### src/rtl/reset_release_seq.sv
// Reset release sequencer: async assert, synchronised + stretched release, delayed enable.
// Optional soft reset input SR enabled by RESET_RELEASE_SEQ_SOFT_RESET_EN.
module reset_release_seq #(
  parameter int SYNC_STAGES = 2,
  parameter int HOLD_CYCLES = 4,
  parameter int EN_DELAY    = 1
) (
  input  logic       C,
  input  logic       R,
`ifdef RESET_RELEASE_SEQ_SOFT_RESET_EN
  input  logic       SR,
`endif
  output logic       R_OUT,
  output logic       E_OUT,
  output logic       BUSY,
  output logic [1:0] ST
);

  typedef enum logic [1:0] {
    S_SYNC = 2'b00,
    S_HOLD = 2'b01,
    S_REL  = 2'b10,
    S_RUN  = 2'b11
  } state_e;

  state_e                 state_q, state_d;
  state_e                 rel_next, hold_next;
  logic [SYNC_STAGES-1:0] sync_q, sync_d;
  logic [7:0]             hcnt_q, hcnt_d;
  logic [3:0]             ecnt_q, ecnt_d;
  logic                   r_out_q, r_out_d;
  logic                   e_out_q, e_out_d;
  logic                   sync_done;
  logic                   hold_last;
  logic                   rel_last;

  assign sync_d = {sync_q[SYNC_STAGES-2:0], 1'b1};

  // Leave SYNC on the edge where the last chain stage captures 1.
  assign sync_done = sync_q[SYNC_STAGES-2] | sync_q[SYNC_STAGES-1];

  assign hold_last = ({1'b0, hcnt_q} + 9'd1) >= 9'(HOLD_CYCLES);
  assign rel_last  = ({1'b0, ecnt_q} + 5'd1) >= 5'(EN_DELAY);

  assign rel_next  = (EN_DELAY == 0) ? S_RUN : S_REL;
  assign hold_next = (HOLD_CYCLES == 0) ? rel_next : S_HOLD;

  always_comb begin
    state_d = state_q;
    hcnt_d  = hcnt_q;
    ecnt_d  = ecnt_q;
    unique case (state_q)
      S_SYNC: begin
        if (sync_done) state_d = hold_next;
      end
      S_HOLD: begin
        if (hold_last) state_d = rel_next;
        else           hcnt_d  = hcnt_q + 8'd1;
      end
      S_REL: begin
        if (rel_last) state_d = S_RUN;
        else          ecnt_d  = ecnt_q + 4'd1;
      end
      S_RUN: begin
        state_d = S_RUN;
      end
      default: state_d = S_SYNC;
    endcase
`ifdef RESET_RELEASE_SEQ_SOFT_RESET_EN
    // Soft reset re-enters HOLD; the chain is already synchronised.
    if (SR && (state_q != S_SYNC)) begin
      state_d = S_HOLD;
      hcnt_d  = '0;
      ecnt_d  = '0;
    end
`endif
    r_out_d = (state_d == S_REL) || (state_d == S_RUN);
    e_out_d = (state_d == S_RUN);
  end

  always_ff @(posedge C or negedge R) begin
    if (!R) begin
      state_q <= S_SYNC;
      sync_q  <= '0;
      hcnt_q  <= '0;
      ecnt_q  <= '0;
      r_out_q <= 1'b0;
      e_out_q <= 1'b0;
    end else begin
      state_q <= state_d;
      sync_q  <= sync_d;
      hcnt_q  <= hcnt_d;
      ecnt_q  <= ecnt_d;
      r_out_q <= r_out_d;
      e_out_q <= e_out_d;
    end
  end

  assign R_OUT = r_out_q;
  assign E_OUT = e_out_q;
  assign BUSY  = (state_q != S_RUN);
  assign ST    = state_q;

endmodule

### config.mk
export PLATFORM = sky130hd
export DESIGN_NAME = reset_release_seq
export DESIGN_NICKNAME = d
export VERILOG_FILES = /design/src/rtl/reset_release_seq.sv
export SDC_FILE = /design/constraint.sdc
export NUM_CORES = 1
export LEC_CHECK = 0
export BUFFER_PORTS_ARGS = -buffer_cell sky130_fd_sc_hd__buf_2
export CORE_AREA = 2 2 39 41
export DETAILED_ROUTE_END_ITERATION = 7
export DIE_AREA = 0 0 41 43
export PLACE_DENSITY_LB_ADDON = 0.25
export SLEW_MARGIN = 30
export SYNTH_ARGS = -nofsm -noshare
export SYNTH_HDL_FRONTEND = slang
export SYNTH_SLANG_ARGS = --single-unit
export TNS_END_PERCENT = 1
### constraint.sdc
create_clock -name C -period 3.9 [get_ports C]
set_clock_uncertainty 0.15 [all_clocks]
set_input_delay 0.195 -clock C [delete_from_list [all_inputs] [get_ports C]]
set_output_delay 0.195 -clock C [all_outputs]
set_load 0.02 [all_outputs]
# Word-level counts from Yosys, hierarchy flattened
# Cells that the tools add are included.
dict set report totals {
  reg_bits 18
  in_bits 2
  out_inout_bits 5
}
dict set report classes {
  addsub 4
  magnitude_cmp 2
  eq_ne 6
  n_mux 4
  n_bitwise 3
  n_reduce_logical 4
}
# cell n
set op_table {}
lappend op_table {{$add A8 B1 Y9 const B} 1}
lappend op_table {{$ge A9 B3 Y1 const B} 1}
lappend op_table {{$add A8 B1 Y8 const B} 1}
lappend op_table {{$eq A2 B2 Y1 const B} 4}
lappend op_table {{$pmux W2 S4} 1}
lappend op_table {{$mux W2} 3}
lappend op_table {{$add A4 B1 Y5 const B} 1}
lappend op_table {{$ge A5 B1 Y1 const B} 1}
lappend op_table {{$add A4 B1 Y4 const B} 1}
lappend op_table {{$reduce_and A2 Y1} 2}
lappend op_table {{$eq A2 B1 Y1 const B} 1}
lappend op_table {{$logic_not A2 Y1} 1}
lappend op_table {{$ne A2 B2 Y1 const B} 1}
lappend op_table {{$not A1 Y1} 2}
lappend op_table {{$logic_or A1 B1 Y1} 1}
lappend op_table {{$or A1 B1 Y1} 1}

# Logic depth before layout (Yosys ltp)
dict set report depth {
  depth_word 6
  mapped_depth 6
  depth_no_buf 6
}

# Worst setup path after synthesis
# No wires, ideal clock.
dict set report synth_path {
  kind {register to register}
  from {register hcnt_q[0]}
  to {register hcnt_q[1]}
  setup_ns 0.125
  arrival_time_ns 1.805
  required_ns 3.625
  slack_ns 1.820
  path_stages_with_launch 7
  path_buffers 0
  period_less_slack_ns 2.080
  path_cell_list {dfrtp_1 -> ha_1 -> and2_1 -> a21oi_1 -> or3_1 -> a2111o_1 -> mux2_4}
}
dict set report synth_between {
  elab_chain_len 4
  elab_cells_between_ends 5
}
# element line_no
set synth_lines {}
lappend synth_lines {{from (decl)} 29} ;# logic [7:0] hcnt_q, hcnt_d;
lappend synth_lines {{from (signal assigned)} 92} ;# hcnt_q <= hcnt_d;
lappend synth_lines {{$add A8 B1 Y9} 42} ;# assign hold_last = ({1'b0, hcnt_q} + 9'd1) >= 9'(HOLD_CYCLES);
lappend synth_lines {{$ge A9 B3 Y1} 42}
lappend synth_lines {{$not A1 Y1 (no line)} --}
lappend synth_lines {{$reduce_and A2 Y1 (no line)} --}
# Several ways; a longest one is shown, not always the timed one.
# A chain may end at the register's enable or synchronous reset.

# Worst setup path after layout
# Ends and elaborated chain as after synthesis.

==> summary.txt <==
Setup path
  – Kind of critical path: register to register
  – Req. time, crit path: 3.92 ns
  – CP arrival: 2.23 ns
  – Crit Path Max Fanout: 4
  – CP startpoint kind: register
  – Worst Setup End Kind: register

Timing
  – Max Freq: 451.0 MHz
  – RSZ-0062 raised after global routing: no
  – Setup TNS: 0 ns
  – Tmin final: 2.217 ns
  – Slew Limit Fails: 0
  – Final Hold Fails: 0
  – Final Cycle Share: 56.85%
  – Setup violators final: 0

CTS
  – H-tree depth: 1
  – TritonCTS buffer count: 3
  – Root Driver: clkbuf_4
  – Hold-fix buffers at CTS: 1
  – Clk Latency, worst-skew pair: 0.27 ns
  – CTS tree: done
  – Resized Gates After CTS: 0
  – CTS sink count: 17
  – Reg clk slew, reported paths: 0.09 ns
  – Clock Path Buffers: 2
  – Postcts setup bufs: 0

Floorplan
  – Site row count: 14
  – Initial Utilization: 52.62%
  – Total Die Area: 1763 µm²
  – Core footprint: 1384 µm²
  – IO Count: 7
  – Die extent in x: 41 µm
  – Die Y: 43 µm

Power
  – Power per Cell Area: 425.9 nW/µm²
  – Switching share of power: 24.86%
  – Leak Pwr: 0.3869 nW
  – Internal Pwr Total: 251.1 µW
  – Combinational power share: 13.2%
  – Clock power share: 26.5%
  – Sequential share of power: 60.3%
  – Tot Pwr: 334.1 µW
  – Max VDD drop: 0.2388 mV
  – Psw: 83.08 µW

Synth
  – Syn avg cell area: 11.38 µm²
  – Mapped Area: 728.2 µm²
  – Top-count cell post-synth: dfrtp_1
  – Biggest area consumer among synthesized cells: dfrtp_1
  – Number of synthesis warnings: 0
  – Ys async rst share: 100.0%
  – Post-synth top cells: dfrtp_1 (17), clkbuf_1 (6), inv_1 (4)
  – Synth area leaders: dfrtp_1 (58%), ha_1 (5.2%), a2111o_1 (3.1%)
  – Post-synth cell types: 27
  – Main synth FF type: dfrtp_1
  – Number of synthesized flops with an enable pin: 0
  – Sequential share of the synthesized area: 58.42%
  – Post-synthesis cell count: 64
  – Flops & latches, synth: 17
  – Post-synth top area share: 58.42%
  – Syn nets: 69

Global route
  – Met3 Track Usage GR: 3.141%
  – First-pass GRT wire length: 1.759 mm
  – GRT busiest layer: met1
  – Met1 Track Usage GR: 21.71%
  – Total grt overflow: 0
  – Initial antenna violation count: 0
  – Routing usage on met2: 20.63%
  – Gr usage total: 14.70%
  – Largest net degree at the start of global routing: 18
  – Vias in the first global route: 410

Layout
  – Antenna Cells: 0
  – Share of cells above drive strength 1: 19.12%
  – Utilization after layout: 56.69%
  – Fin nets: 74
  – Area Overhead vs Synth: 7.732%

Place
  – Number of port buffers: 6
  – HPWL after detailed placement: 769.9 µm
  – Placer Congestion: 0.7745

Status
  – Status: complete, no violations

Hold path
  – Hold crit path type: input pin to async pin

Job
  – Max cap viols: 0

Route
  – # DRC: 0
  – Total number of vias: 453
  – Post-DRT Antenna Nets: 0
  – Routed len/inst: 12.70 µm
  – Initial detailed-routing violation count: 5
  – First-pass DRT Iterations: 4
  – Vias per inst: 5.393
  – Final wirelength: 1.067 mm
==> cell families (layout without fill, tap and decap cells) <==
| logic type | Yosys count | in the layout | synth area share (%) |
|---|---|---|---|
| compound gates | 7 | 7 | 7.558 |
| mux | 1 | 1 | 2.061 |
| other cells | 1 | 1 | 0.5150 |
| buf+inv | 11 | 15 | 6.185 |
| flops | 17 | 17 | 58.42 |
| xor+xnor | 1 | 1 | 1.203 |
| simple gates | 23 | 23 | 18.90 |
| fa+ha+maj | 3 | 3 | 5.155 |
==> registers in the layout, summed over array words and instances (netlist names) <==
| register | cells |
|---|---|
| R_OUT | 1 |
| ecnt_q | 4 |
| sync_q | 2 |
| E_OUT | 1 |
| hcnt_q | 8 |
| ST | 1 |
==> final timing paths <==
check	startpoint	to	slack, ns	depth (start not counted)
max	hcnt_q[0]	hcnt_q[1]	1.68	6
min in group C	ecnt_q[3]	ecnt_q[3]	0.24	0
max in group asynchronous	R	hcnt_q[4]	3.13	2
min reg2reg	ecnt_q[3]	ecnt_q[3]	0.24	0
min	R	hcnt_q[1]	0.21	2
max reg2reg	hcnt_q[0]	hcnt_q[1]	1.68	6
==> per-stage QoR <==
| step | worst slack (ns) | cells | cell area, µm² | hold WS [ns] |
|---|---|---|---|---|
| 2_1_floorplan | 1.820 | 64 | 728.2 | -0.2506 |
| 3_3_place_gp | 1.746 | 79 | 748.2 | -0.02134 |
| 3_5_place_dp | 1.686 | 79 | 748.2 | -0.01861 |
| 4_1_cts | 1.670 | 84 | 784.5 | 0.2111 |
| 5_1_grt | 1.582 | 84 | 784.5 | 0.2259 |
| 6_report | 1.683 | 84 | 784.5 | 0.2082 |
==> power by group through the flow <==
stage          Clock, mW  Sequential, mW  Combinational [mW]
2_1_floorplan          0           0.201              0.0341
3_3_place_gp           0           0.204              0.0417
3_5_place_dp           0           0.205              0.0445
4_1_cts           0.0920           0.202              0.0455
5_1_grt           0.0999           0.205              0.0532
6_report          0.0885           0.201              0.0442
==> worst max-delay path: stages, from the launching register on <==
cell and delay, ns:
dfrtp_1 0.42, ha_1 0.24, and2_1 0.17, a21oi_1 0.06, or3_1 0.32, a2111o_1 0.44, mux2_4 0.31
==> metal layers <==
metal	wire (µm)	up-vias
li1	-	225
met1	532	225
met2	504	3
met3	29	0
met4	0	0
met5	0	-
==> layout by cell type (no fill, tap or decap), types with 2 or more instances in the layout <==
master	instances
buf_2	6
nor2_1	3
ha_1	3
a2111o_1	2
nand4_1	2
clkbuf_4	3
and2_1	3
a31oi_1	2
and3_1	2
nand2_1	2
or3_1	2
inv_1	4
nand3_1	2
dfrtp_1	17
==> area by class of cell <==
type,instances,area [µm²]
fill,127,599.3
sequential,17,425.4
multi-input combinational,36,257.7
timing repair buffer,7,40.04
clock buffer,4,26.28
tap,16,20.02
inverter,4,15.01
(Power assumes the default switching activity.)
